==> config.mk <==
export PLATFORM = sky130hd
export DESIGN_NAME = lcd_msg_sequencer
export DESIGN_NICKNAME = d
export VERILOG_FILES = /design/src/rtl/lcd_pkg.sv /design/src/rtl/lcd_delay_counter.sv /design/src/rtl/lcd_msg_sequencer.sv
export SDC_FILE = /design/constraint.sdc
export NUM_CORES = 1
export LEC_CHECK = 0
export CORE_UTILIZATION = 51
export CTS_CLUSTER_DIAMETER = 50
export DETAILED_ROUTE_END_ITERATION = 8
export HOLD_SLACK_MARGIN = 0.1
export PLACE_DENSITY = 0.75
export SLEW_MARGIN = 20
export SYNTH_ARGS = -nofsm -noshare
export SYNTH_HDL_FRONTEND = slang
export SYNTH_SLANG_ARGS = --single-unit
==> constraint.sdc <==
create_clock -name iClk -period 2.6 [get_ports iClk]
set_input_delay 0.52 -clock iClk [delete_from_list [all_inputs] [get_ports iClk]]
set_output_delay 0.52 -clock iClk [all_outputs]
set_load 0.05 [all_outputs]
==> src/rtl/lcd_pkg.sv <==
// lcd_pkg: shared command bytes, init list length and sequencer state encoding
//   CMD_*      HD44780 command bytes sent by the sequencer
//   INIT_LEN   number of bytes in the power-up command list
//   state_t    sequencer FSM states
//   init_byte  maps an init-list position to its command byte
package lcd_pkg;
    localparam logic [7:0] CMD_FUNC_8B2L = 8'h38;
    localparam logic [7:0] CMD_DISP_ON   = 8'h0C;
    localparam logic [7:0] CMD_CLEAR     = 8'h01;
    localparam logic [7:0] CMD_ENTRY     = 8'h06;
    localparam logic [7:0] CMD_LINE1     = 8'h80;
    localparam logic [7:0] CMD_LINE2     = 8'hC0;
    localparam int INIT_LEN = 7;
    typedef enum logic [3:0] {
        S_PWRUP,
        S_INIT_ISSUE,
        S_INIT_WAIT,
        S_CLR_WAIT,
        S_IDLE,
        S_ADDR_ISSUE,
        S_ADDR_WAIT,
        S_FETCH,
        S_FETCH2,
        S_CHAR_ISSUE,
        S_CHAR_WAIT
    } state_t;
    // 0x38 is sent four times before display-on, clear and entry mode
    function automatic logic [7:0] init_byte(input logic [2:0] i);
        return i < 3'd4 ? CMD_FUNC_8B2L : i == 3'd4 ? CMD_DISP_ON : i == 3'd5 ? CMD_CLEAR : CMD_ENTRY;
    endfunction
endpackage

==> src/rtl/lcd_delay_counter.sv <==
// lcd_delay_counter: loadable down-counter used for the power-up and clear-display waits
//   i_clk    clock
//   i_rst_n  synchronous active-low reset, reloads RST_VAL
//   i_load   load i_val (takes priority over counting)
//   i_val    load value in clock cycles
//   i_en     count down while high, stops at zero
//   o_done   high while the count is zero
module lcd_delay_counter #(
    parameter int W = 32,
    parameter logic [W-1:0] RST_VAL = '0
) (
    input  logic         i_clk,
    input  logic         i_rst_n,
    input  logic         i_load,
    input  logic [W-1:0] i_val,
    input  logic         i_en,
    output logic         o_done
);
    logic [W-1:0] r_cnt;
    always_ff @(posedge i_clk) begin
        if (!i_rst_n) r_cnt <= RST_VAL;
        else if (i_load) r_cnt <= i_val;
        else if (i_en && r_cnt != '0) r_cnt <= r_cnt - W'(1);
    end
    assign o_done = r_cnt == '0;
endmodule

==> src/rtl/lcd_msg_sequencer.sv <==
// lcd_msg_sequencer: feeds an HD44780 byte writer with the init list, then 32-char messages on request
//   iClk       clock
//   iReset     synchronous active-low reset
//   iStart     message (re)write request, level sampled every cycle
//   iWrDone    writer's one-cycle byte-complete pulse
//   iChar      message memory data, valid one cycle after oCharAddr
//   oCharAddr  message memory address
//   oDato      byte to the writer
//   oRS        0 = command, 1 = character
//   oWrStart   one-cycle write request
//   oBusy      init, wait or transfer in progress
//   oReady     init complete
module lcd_msg_sequencer
    import lcd_pkg::*;
#(
    parameter int CLK_HZ     = 50000000,
    parameter int POWERUP_US = 15000,
    parameter int CLEAR_US   = 2000,
    parameter int MSG_LEN    = 32
) (
    input  logic       iClk,
    input  logic       iReset,
    input  logic       iStart,
    input  logic       iWrDone,
    input  logic [7:0] iChar,
    output logic [4:0] oCharAddr,
    output logic [7:0] oDato,
    output logic       oRS,
    output logic       oWrStart,
    output logic       oBusy,
    output logic       oReady
);
    localparam int CYC_US  = CLK_HZ / 1000000;
    localparam int PWR_CYC = POWERUP_US * CYC_US;
    localparam int CLR_CYC = CLEAR_US * CYC_US;
    localparam logic [4:0] LAST_IDX = 5'(MSG_LEN - 1);
    localparam logic [4:0] HALF_IDX = 5'(MSG_LEN / 2 - 1);
    localparam logic [2:0] LAST_INIT = 3'(INIT_LEN - 1);

    state_t     r_state;
    logic [2:0] r_init_idx;
    logic [4:0] r_idx;
    logic [7:0] r_dato;
    logic       r_rs;
    logic       r_wr_start;
    logic       r_busy;
    logic       r_ready;
    logic       r_pending;
    logic       w_dly_done;
    logic       w_dly_load;
    logic       w_dly_en;

    // oDato still holds the command being written, so it identifies the clear completion
    assign w_dly_load = r_state == S_INIT_WAIT && iWrDone && r_dato == CMD_CLEAR;
    assign w_dly_en   = r_state == S_PWRUP || r_state == S_CLR_WAIT;

    lcd_delay_counter #(
        .W      (32),
        .RST_VAL(32'(PWR_CYC))
    ) u_delay (
        .i_clk  (iClk),
        .i_rst_n(iReset),
        .i_load (w_dly_load),
        .i_val  (32'(CLR_CYC)),
        .i_en   (w_dly_en),
        .o_done (w_dly_done)
    );

    // r_idx doubles as the memory address: it is presented well before FETCH2 samples iChar
    always_ff @(posedge iClk) begin
        if (!iReset) begin
            r_state    <= S_PWRUP;
            r_init_idx <= '0;
            r_idx      <= '0;
            r_dato     <= '0;
            r_rs       <= 1'b0;
            r_wr_start <= 1'b0;
            r_busy     <= 1'b1;
            r_ready    <= 1'b0;
            r_pending  <= 1'b0;
        end else begin
            r_wr_start <= 1'b0;
            if (iStart && r_state != S_IDLE) r_pending <= 1'b1;
            case (r_state)
                S_PWRUP: if (w_dly_done) r_state <= S_INIT_ISSUE;
                S_INIT_ISSUE: begin
                    r_dato     <= init_byte(r_init_idx);
                    r_rs       <= 1'b0;
                    r_wr_start <= 1'b1;
                    r_state    <= S_INIT_WAIT;
                end
                S_INIT_WAIT: if (iWrDone) begin
                    r_init_idx <= r_init_idx + 3'd1;
                    if (r_dato == CMD_CLEAR) r_state <= S_CLR_WAIT;
                    else if (r_init_idx == LAST_INIT) begin
                        r_state <= S_IDLE;
                        r_ready <= 1'b1;
                        r_busy  <= 1'b0;
                    end else r_state <= S_INIT_ISSUE;
                end
                S_CLR_WAIT: if (w_dly_done) r_state <= S_INIT_ISSUE;
                // line-1 address goes out directly so oWrStart follows iStart by one cycle
                S_IDLE: if (iStart || r_pending) begin
                    r_pending  <= 1'b0;
                    r_busy     <= 1'b1;
                    r_dato     <= CMD_LINE1;
                    r_rs       <= 1'b0;
                    r_wr_start <= 1'b1;
                    r_state    <= S_ADDR_WAIT;
                end
                S_ADDR_ISSUE: begin
                    r_dato     <= CMD_LINE2;
                    r_rs       <= 1'b0;
                    r_wr_start <= 1'b1;
                    r_state    <= S_ADDR_WAIT;
                end
                S_ADDR_WAIT: if (iWrDone) r_state <= S_FETCH;
                S_FETCH: r_state <= S_FETCH2;
                S_FETCH2: begin
                    r_dato  <= iChar;
                    r_rs    <= 1'b1;
                    r_state <= S_CHAR_ISSUE;
                end
                S_CHAR_ISSUE: begin
                    r_wr_start <= 1'b1;
                    r_state    <= S_CHAR_WAIT;
                end
                S_CHAR_WAIT: if (iWrDone) begin
                    r_idx   <= r_idx + 5'd1;
                    r_busy  <= r_idx != LAST_IDX;
                    r_state <= r_idx == LAST_IDX ? S_IDLE : r_idx == HALF_IDX ? S_ADDR_ISSUE : S_FETCH;
                end
                default: r_state <= S_PWRUP;
            endcase
        end
    end

    assign oCharAddr = r_idx;
    assign oDato     = r_dato;
    assign oRS       = r_rs;
    assign oWrStart  = r_wr_start;
    assign oBusy     = r_busy;
    assign oReady    = r_ready;
endmodule

==> impl_results.md <==
* CTS Buffer Depth at 2
* Tot Pwr at 1.853 mW
* Die extent in x at 78.62 um
* Max-slew violation count at 0
* Routed wire length at 7.223 mm
* RSZ-0062 raised after global routing: false
* Final Cycle Share at 95.83%
* Setup-failing EPs final at 0
* Synth top area cells: dfxtp_1, o21ai_0, or3_1, nor2_1, ha_1
* Tightest Hold Check Type: reg2reg
* Cts bufs inserted at 9
* Async SR Flop Fraction at 0%
* ANT nets after route at 0
* Yosys reg bits at 57
* Mean Syn Cell Area at 8.294 sq um
* Total grt overflow at 0
* Max_cap viols at 0
* Initial DRC count at 172
* Hold Vio Cnt, Final at 0
* Post-synth top flop: dfxtp_1
* CTS tree: built
* Max_slew headroom at 43.89%
* Die Ht at 78.62 um
* Yosys cell types at 52
* Io pins at 29
* H-tree levels at 3
* Post-Syn Instances at 361
* Status: completed
* Slowest cell on crit path: or4b_4
* CP bufs+invs at 0
* All-Layer GR Usage at 25.44%
* Tmin final at 2492 ps
* Post-Syn Nets at 382
* Antenna violations before repair at 0
* Non-Filler Instances at 478
* Clk_lat worst skew at 340 ps
* Area Overhead vs Synth at 22.27%
* # diodes at 0
* CP max stage delay at 560 ps
* Largest net degree at the start of global routing at 26
* Sequential area share after synthesis at 38.11%
* DR pass1 iterations at 4
* Clk slew on worst S/H paths at 60 ps
* Hold-fix buffers, CTS at 0
* Row cnt at 27
* CP cell instances: or4_4 -> or4b_4 -> or3_1 -> or4_1 -> a21oi_1
* Global-route wire length before repair at 12.25 mm
* Crit path required time at 2880 ps
* Final HPWL DP at 5.082 mm
* Via Count at 2855
* GP Congestion at 0.8764
* Startpoint types: flip-flop
* CTS Sinks at 57
* Synth top area share at 38.11%
* Top delay family on crit path: simple AND/OR/NAND/NOR gates
* Core footprint at 5574 sq um
* Vias in the first global route at 2735
* Port Buffer Count at 28
* CP Capture Type: flip-flop
* Warnings from Yosys at 0
* Commonest non-fill, non-tap cells in the layout: dfxtp_1, nor2_1, clkdlybuf4s50_1, o21ai_0, buf_4
* Peak supply drop at 361.3 uV
* CTS root buf: clkbuf_8
* Slew @ Worst Pin at 838.5 ps
* # DRC at 0
* Average wire per standard cell at 15.11 um
* Post-Place Cells at 459
* Clk_skew at 8.456 ps
* Synth Cell Area at 2994 sq um
* Die ar. at 6181 sq um
* EDFF count, synth at 0
* PwrDens at 506.0 nW/um^2
* Fraction of layout cells with a size suffix above 1 at 12.81%
* WP data arrival at 2770 ps
* Commonest non-fill, non-tap cell in the layout: dfxtp_1
* Fmax at 401.3 MHz
* Detailed-route vias per instance at 5.973
* CP Max Fanout at 6
* Critical Setup Path Class: reg2reg
* NumNets Final at 422
* Synth area leader: dfxtp_1
* Fin Setup TNS at 0 ps
* Filler Cell Count at 495
* Pleak at 1.310 nW
* Initial Util at 53.71%
layout make-up:
type	instances	area, sq um	share of cell area [%]
multi-input cells	272	1733	47.33
clock buffers	13	148.9	4.067
well taps	72	90.09	2.461
repair buffers	52	473.0	12.92
flip-flops and latches	57	1142	31.20
clock inverters	3	40.04	1.094
inverters	9	33.78	0.9228
sequential cells by signal (all words and copies together) (netlist names):
signal / flops
oRS: 1
oCharAddr: 5
r_init_idx: 3
r_state: 4
oReady: 1
oDato: 8
r_pending: 1
oWrStart: 1
oBusy: 1
u_delay.r_cnt: 32
power breakdown:
group,total (mW),internal [mW],switching [mW]
Sequential,0.907,0.892,0.0150
Clock,0.815,0.467,0.349
Combinational,0.131,0.0617,0.0691
per-layer routing:
layer	GRT usage, %	vias to the layer above	part of all wire (%)
li1	-	1431	-
met1	30.80	1354	45
met2	41.91	56	49
met3	5.581	14	3.9
met4	13.33	0	1.9
met5	0	-	0
worst min-delay path: stages (launching register included):
cell and delay, ps:
dfxtp_1 320, nand2_1 60, a21oi_1 50
synth_stat cells, drive strengths merged (5+ instances only):
cell type	number
ha	9
or4	14
nor2	31
o21ai	25
or2	7
xnor2	5
clkbuf	20
or3	19
dfxtp	57
nand2b	7
inv	8
nor4	8
a21oi	21
nand2	20
a31oi	5
nand3	7
nor3	19
mux2i	5
o31ai	6
nor2b	5
stage by stage:
step | util [%] | worst slack, ps | hold slack, ps | area, sq um
2_1_floorplan | - | 61.30 | 443.7 | 2994
3_3_place_gp | 61.80 | 110.8 | 460.5 | 3445
3_5_place_dp | 61.80 | 64.29 | 467.8 | 3445
4_1_cts | 65.19 | 55.06 | 475.8 | 3633
5_1_grt | 65.68 | 18.39 | 508.7 | 3661
6_report | 65.68 | 108.4 | 476.8 | 3661
cell families (layout without fill, tap and decap cells):
family	count (synthesis)	in the layout	share of synthesized area, %
buf+inv	32	77	4.137
mux	5	5	1.672
fa+ha+maj	9	9	3.761
xor+xnor	9	9	2.632
simple gates	160	160	30.38
flops	57	57	38.11
compound gates	89	89	19.31
worst paths after layout:
path | start | slack [ps] | depth (start not counted) | endpoint
min | oDato[2] | 480 | 2 | oDato[2]
min reg2reg | oDato[2] | 480 | 2 | oDato[2]
max reg2reg | u_delay.r_cnt[3] | 110 | 5 | u_delay.r_cnt[29]
max | u_delay.r_cnt[3] | 110 | 5 | u_delay.r_cnt[29]
repair_timing:
action	in CTS	in global routing
endpoints found under the setup margin	0	4
buffers inserted	0	3
resized for setup	0	2
Note: power is estimated with default switching activity, not from simulation.
